`src/rtl/alu_pipe_mc.sv`:
```
`default_nettype none
// +-------------------------------------------------------------------------+
// | alu_pipe_mc : multi-cycle execute-stage ALU, valid/ready on both sides   |
// | Rev 1.0                                                                  |
// +-------------------------------------------------------------------------+
module alu_pipe_mc #(
  parameter int WIDTH = 64,
  parameter int SHW   = $clog2(WIDTH)
) (
  input  logic             clk,
  input  logic             reset_n,
  input  logic             in_valid,
  output logic             in_ready,
  input  logic [WIDTH-1:0] a,
  input  logic [WIDTH-1:0] b,
  input  logic [3:0]       alu_op,
  output logic             out_valid,
  input  logic             out_ready,
  output logic [WIDTH-1:0] result,
  output logic             zero,
  output logic             is_less,
  output logic             is_less_s,
  output logic             illegal_op
);

  localparam int CW = SHW + 1;
  localparam logic [CW-1:0] c_one      = CW'(1);
  localparam logic [CW-1:0] c_mul_cnt  = CW'(WIDTH);

  localparam logic [3:0] c_op_and = 4'b0000;
  localparam logic [3:0] c_op_or  = 4'b0001;
  localparam logic [3:0] c_op_add = 4'b0010;
  localparam logic [3:0] c_op_mul = 4'b0011;
  localparam logic [3:0] c_op_sub = 4'b0110;
  localparam logic [3:0] c_op_slt = 4'b0111;
  localparam logic [3:0] c_op_sll = 4'b1000;
  localparam logic [3:0] c_op_srl = 4'b1001;
  localparam logic [3:0] c_op_sra = 4'b1010;
  localparam logic [3:0] c_op_nor = 4'b1100;

  typedef enum logic [1:0] {
    S_IDLE = 2'd0,
    S_BUSY = 2'd1,
    S_DONE = 2'd2
  } state_t;

  state_t r_state;
  state_t w_state_nxt;

  logic [WIDTH-1:0] r_result;
  logic             r_zero;
  logic             r_is_less;
  logic             r_is_less_s;
  logic             r_illegal;
  logic [WIDTH-1:0] r_mcand;
  logic [WIDTH-1:0] r_mplier;
  logic [WIDTH-1:0] r_acc;
  logic [CW-1:0]    r_count;

  logic [WIDTH-1:0] w_res;
  logic             w_illegal;
  logic             w_is_mul;
  logic             w_accept;
  logic [SHW-1:0]   w_shamt;
  logic             w_lt_s;
  logic [WIDTH-1:0] w_acc_nxt;

  assign w_shamt   = b[SHW-1:0];
  assign w_lt_s    = $signed(a) < $signed(b);
  assign w_acc_nxt = r_acc + (r_mplier[0] ? r_mcand : '0);

  assign in_ready  = (r_state == S_IDLE) || ((r_state == S_DONE) && out_ready);
  assign out_valid = (r_state == S_DONE);
  assign w_accept  = in_valid && in_ready;

  always_comb begin
    w_res     = '0;
    w_illegal = 1'b0;
    w_is_mul  = 1'b0;
    case (alu_op)
      c_op_and: w_res = a & b;
      c_op_or:  w_res = a | b;
      c_op_add: w_res = a + b;
      c_op_sub: w_res = a - b;
      c_op_nor: w_res = ~(a | b);
      c_op_sll: w_res = a << w_shamt;
      c_op_srl: w_res = a >> w_shamt;
      c_op_sra: w_res = $signed(a) >>> w_shamt;
      c_op_slt: w_res = {{(WIDTH-1){1'b0}}, w_lt_s};
      c_op_mul: w_is_mul = 1'b1;
      default:  w_illegal = 1'b1;
    endcase
  end

  always_comb begin
    w_state_nxt = r_state;
    case (r_state)
      S_IDLE: if (w_accept) w_state_nxt = w_is_mul ? S_BUSY : S_DONE;
      S_BUSY: if (r_count == c_one) w_state_nxt = S_DONE;
      S_DONE: begin
        if (w_accept)       w_state_nxt = w_is_mul ? S_BUSY : S_DONE;
        else if (out_ready) w_state_nxt = S_IDLE;
      end
      default: w_state_nxt = S_IDLE;
    endcase
  end

  always_ff @(posedge clk or negedge reset_n) begin
    if (!reset_n) r_state <= S_IDLE;
    else          r_state <= w_state_nxt;
  end

  // Flags are latched at accept so a multiply reports the operands it was issued with.
  always_ff @(posedge clk or negedge reset_n) begin
    if (!reset_n) begin
      r_result    <= '0;
      r_zero      <= 1'b0;
      r_is_less   <= 1'b0;
      r_is_less_s <= 1'b0;
      r_illegal   <= 1'b0;
      r_mcand     <= '0;
      r_mplier    <= '0;
      r_acc       <= '0;
      r_count     <= '0;
    end else if (w_accept) begin
      r_zero      <= (a == b);
      r_is_less   <= (a < b);
      r_is_less_s <= w_lt_s;
      r_illegal   <= w_illegal;
      if (w_is_mul) begin
        r_mcand  <= a;
        r_mplier <= b;
        r_acc    <= '0;
        r_count  <= c_mul_cnt;
      end else begin
        r_result <= w_res;
      end
    end else if (r_state == S_BUSY) begin
      r_acc    <= w_acc_nxt;
      r_mcand  <= r_mcand << 1;
      r_mplier <= r_mplier >> 1;
      r_count  <= r_count - c_one;
      if (r_count == c_one) r_result <= w_acc_nxt;
    end
  end

  assign result     = r_result;
  assign zero       = r_zero;
  assign is_less    = r_is_less;
  assign is_less_s  = r_is_less_s;
  assign illegal_op = r_illegal;

endmodule
`default_nettype wire

```
`config.mk`:
```
export PLATFORM = sky130hd
export DESIGN_NAME = alu_pipe_mc
export DESIGN_NICKNAME = d
export VERILOG_FILES = /design/src/rtl/alu_pipe_mc.sv
export SDC_FILE = /design/constraint.sdc
export NUM_CORES = 2
export LEC_CHECK = 0
export BUFFER_PORTS_ARGS = -buffer_cell sky130_fd_sc_hd__buf_4
export CELL_PAD_IN_SITES_DETAIL_PLACEMENT = 0
export CELL_PAD_IN_SITES_GLOBAL_PLACEMENT = 1
export CORE_ASPECT_RATIO = 0.75
export CORE_MARGIN = 5
export CORE_UTILIZATION = 51
export DETAILED_ROUTE_END_ITERATION = 10
export PLACE_DENSITY_LB_ADDON = 0.1
export SETUP_SLACK_MARGIN = 0.15
export SLEW_MARGIN = 10
export SYNTH_ARGS = -nofsm -noshare
export SYNTH_HDL_FRONTEND = slang
export SYNTH_SLANG_ARGS = --single-unit
```
`constraint.sdc`:
```
create_clock -name clk -period 8.8 [get_ports clk]
set_clock_uncertainty 0.2 [all_clocks]
set_input_delay 1.76 -clock clk [delete_from_list [all_inputs] [get_ports clk]]
set_output_delay 1.76 -clock clk [all_outputs]
set_load 0.005 [all_outputs]
```
* Word-level counts from Yosys, hierarchy flattened *
Cells that the tools add are included.

storage, ports and cells
  logic and storage cells = 77
  output and inout port bits = 70
  bits of input ports = 136
  flip-flop bits (word level) = 269

cells by class
  equality and inequality tests = 18
  mux-type cells = 26
  reduce and logical (&&, ||, !) cells = 11
  add/subtract/negate cells = 4
  shift operators = 3
  magnitude comparators = 2
  bitwise operators = 3

operators with widths
  operator             number
  $mux 64              14
  $pmux 64 s9          1
  $add 64x64->64       2
  $lt 64x64->1         2
  $and 64x64->64       1
  $eq 64x64->1         1
  $not 64->64          1
  $or 64x64->64        1
  $shl 64x6->64        1
  $shr 64x6->64        1
  $sshr 64x6->64       1
  $sub 64x64->64       1
  $mux 7               3
  $eq 4x4->1 const B   4
  $mux 2               5
  $reduce_or 10->1     1
  $eq 4x2->1 const B   2
  $eq 4x3->1 const B   2
  $ne 2x2->1 const B   4
  $eq 7x1->1 const B   1
  $sub 7x1->7 const B  1
  $pmux 2 s3           1
  $reduce_and 3->1     2
  $eq 4x1->1 const B   1
  10 further kinds     13

* Logic depth before layout (Yosys ltp) *
  depth in word-level cells = 6
  depth in mapped cells = 19
  gate-level depth less buffers = 14

* Worst setup path before layout *
No wires, ideal clock.

  kind = input to register
  from = input b[3]
  to = register r_result[48] (netlist: result[48])
  cell stages on the path = 18
  buffers on the path = 5
  slack = 2962 ps
  arrival = 5512 ps
  setup time = 126 ps
  cells stage by stage = clkinv_1 buf_2 clkbuf_1 clkbuf_1 clkbuf_1 ha_1 buf_2 nor2_1 a211oi_1 o2111ai_1 a31oi_2 a2111oi_0 nor3_2 o41ai_2 nor2_1 nor3_1 a221oi_1 a221o_1

between the ends
  cells in the longest elaborated chain, start to end = 4
  elaborated cells between the ends (all ways) = 8

ends and longest elaborated chain
  item                                          RTL line  RTL
  start, declared                               15        input logic [WIDTH-1:0] b,
  $sub 64x64->64, or another cell as far along  84        c_op_sub: w_res = a - b;
  $pmux 64 s9 *                                 80        case (alu_op)
  $mux 64 *                                     130       if (w_is_mul) begin
  $mux 64 *                                     125       end else if (w_accept) begin
  end signal, assigned                          136       r_result <= w_res;
  end signal, assigned                          143       if (r_count == c_one) r_result <= w_acc_nxt;
  end, declared                                 50        logic [WIDTH-1:0] r_result;

Mark *: on every way between the ends. The rest lies on a longest branch, timed or not. The select of a mux whose other input is x is not followed.
A chain may end at the register's enable or synchronous reset.

* Worst setup path after layout *
  from = input b[3]
  to = register r_result[59] (netlist: result[59])

Same word-level chain as after synthesis.

==> out/qor.csv <==
metric,value,unit
run_status,completed,
cp.required,9.12,ns
fmax,0.1548,GHz
nets,5185,
fp.dieArea,0.07781,mm^2
wire_per_inst,32.47,um
cts_root_buffer,clkbuf_16,
crit_path_start,b[3],
grt_start_max_net_pins,142,
grt_overflow,0,
synth-edff-count,0,
cap_viol_max_count,0,
vias,41500,
power.density,162.3,mW/mm^2
core_area,0.07168,mm^2
viasPerCell,7.218,
async_flop_share,1.000,
min_period,6.459,ns
antenna_found_initial,13,
rows,85,
drtIter0Drc,7284,
rsz0062_at_grt,false,
start_util,0.5143,
syn_inst,4852,
vdd_drop_max,0.1865,mV
worstSetupPathType,primary input to register,
drc,0,
hold_viol_final,0,
ys_dominant_reg_cell,dfrtp_1,
dp_hpwl,144100,um
tightest_slew,1.382,ns
end_kind,register,
r2r-end,result[57],
worstPathMaxFanout,54,
final_area,0.03961,mm^2
syn_area_per_cell,7.597,um^2
gp_congestion,1.121,
crit_path_end,result[59],
placed_cell_area,0.03854,mm^2
die_h,242.8,um
syn_to_final_growth,7.440,%
cts_tree,done,
r2r_cells,14,
total_leakage_power,17.34,nW
setup-violations-final,0,
io_pins,206,
final_util,0.5525,
syn_area,0.03686,mm^2
slew_viol_final,0,
ys_seq_area_frac,0.1826,
cts_hold_buffers,0,
grt_usage,0.4541,
grt_pass1_wl,265800,um
filler_cell_count,6918,
drt-pass1-iter-count,6,
post_cts_buffers,0,
final_antenna_net_count,0,
hold_path_class,register to register,
clkTransAtPathRegs,0.07,ns
rrSetupSlack,3.43,ns
numCtsBuffers,31,
min_period_over_period,0.7340,
htreeDepth,1,
slew_headroom,0.07450,
drt-total-wl,186700,um
yosysWarnings,0,
timing.rr.start,r_mplier[0],
cts_resized,0,
cts.path.max_buffers,3,
start_kind,primary input,
synth_cell_types,109,
synth_fp_nets,5269,
drive_gt1_frac,0.1171,
die_x,320.4,um
port_buffers,205,
grt_pass1_vias,37540,
clock_latency,0.65,ns
ys_ff_latch,269,
tns,0,ns
clkSinkCount,269,
cp_data_arrival_time,6.77,ns
-- worst min-delay path by stage --
stage	slack (ns)	start	cells past startpoint	to
floorplan	0.25	r_acc[31]	2	r_acc[31]
global placement	0.26	r_acc[31]	2	r_acc[31]
detailed placement	0.27	r_mplier[57]	2	r_mplier[57]
CTS	0.28	r_mplier[57]	2	r_mplier[57]
global route	0.30	r_acc[62]	2	r_acc[62]
finish	0.28	r_mplier[10]	2	r_mplier[10]
-- flip-flops by register name, indices dropped and copies added (netlist names) --
| name | cells |
|---|---|
| illegal_op | 1 |
| is_less | 1 |
| is_less_s | 1 |
| r_acc | 64 |
| r_count | 7 |
| r_mcand | 64 |
| r_mplier | 64 |
| r_state | 2 |
| result | 64 |
| zero | 1 |
-- power breakdown --
| part | switching (mW) | internal (mW) | total, mW | leakage, nW |
|---|---|---|---|---|
| logic | 1.98 | 1.07 | 3.06 | 13.3 |
| clock network | 0.614 | 0.791 | 1.41 | 0.524 |
| registers | 0.330 | 1.63 | 1.96 | 3.51 |
| total | 2.93 | 3.50 | 6.43 | 17.3 |
-- metrics by stage --
step / cells / setup WS, ns / hold WS [ns] / power [mW]
after floorplan: 4852 / 2.962 / 0.2453 / 3.732
after global placement: 5692 / 2.076 / 0.2598 / 4.853
after detailed placement: 5692 / 2.045 / 0.2698 / 4.902
after CTS: 5749 / 2.691 / 0.2844 / 6.316
after global routing: 5749 / 2.131 / 0.3041 / 6.705
final: 5750 / 2.341 / 0.2794 / 6.428
-- cell type report --
cell class / instances / area, um^2 / area share
inverter: 223 / 840.8 / 0.02123
clock inverter: 15 / 186.4 / 0.004707
sequential: 269 / 6731 / 0.1700
antenna: 1 / 2.502 / 0.00006318
timing repair buffer: 268 / 2079 / 0.05251
clock buffer: 42 / 877.1 / 0.02215
multi-input combinational: 3975 / 27690 / 0.6992
tap: 957 / 1197 / 0.03023
-- metal layers --
| metal | vias to the layer above | routed length, um | track usage |
|---|---|---|---|
| li1 | 17740 | - | - |
| met1 | 19870 | 72060 | 0.6165 |
| met2 | 3228 | 74420 | 0.6348 |
| met3 | 650 | 26030 | 0.1487 |
| met4 | 16 | 14010 | 0.2521 |
| met5 | - | 195 | 0.009877 |
-- worst max-delay path, cell delays in order --
cell and delay [ns]:
buf_4 0.49, inv_4 0.40, ha_1 0.55, nor2_1 0.11, a211oi_1 0.23, o21ai_1 0.18, a211oi_1 0.45, o2111ai_1 0.29
a211oi_1 1.09, nor3_1 0.28, nand3b_1 0.24, and4_1 0.23, mux2_2 0.27, o221ai_1 0.15
-- cell usage after synthesis (43+ instances only) --
library cell | instances | area share
a221oi_1 | 60 | 0.014
o21bai_1 | 43 | 0.0088
a211oi_1 | 52 | 0.011
mux4_2 | 134 | 0.082
buf_2 | 75 | 0.010
o21ai_0 | 445 | 0.060
and2_1 | 83 | 0.014
dfrtp_1 | 269 | 0.18
mux2i_1 | 232 | 0.063
a21o_1 | 79 | 0.016
a21oi_1 | 414 | 0.056
clkbuf_1 | 251 | 0.026
nand2_1 | 586 | 0.060
o211ai_1 | 61 | 0.012
o31ai_1 | 56 | 0.011
nor3_1 | 81 | 0.011
nor2_1 | 524 | 0.053
ha_1 | 278 | 0.094
a31oi_1 | 60 | 0.010
inv_1 | 216 | 0.022
nand3_1 | 63 | 0.0086
-- placed cells by master (no fill, tap or decap), types with 41 or more instances in the layout --
| cell | count |
|---|---|
| o21bai_1 | 43 |
| mux4_2 | 134 |
| a21o_1 | 79 |
| nand3_1 | 62 |
| and2_1 | 83 |
| inv_1 | 216 |
| buf_4 | 261 |
| a21oi_1 | 413 |
| mux2i_1 | 232 |
| dfrtp_1 | 269 |
| o21ai_0 | 445 |
| nand4_1 | 42 |
| a31oi_1 | 60 |
| nor3_1 | 80 |
| ha_1 | 278 |
| nor2_1 | 522 |
| a211oi_1 | 51 |
| a221oi_1 | 60 |
| o211ai_1 | 61 |
| o22ai_1 | 42 |
| nand2_1 | 582 |
| o31ai_1 | 56 |
| xnor2_1 | 41 |
-- cell families after synthesis --
logic type      synth area share
xor+xnor                 0.01616
buf+inv                  0.06877
mux                       0.1527
simple gates              0.1888
compound gates            0.2950
fa+ha+maj                0.09599
flops                     0.1826
(Power assumes the default switching activity.)
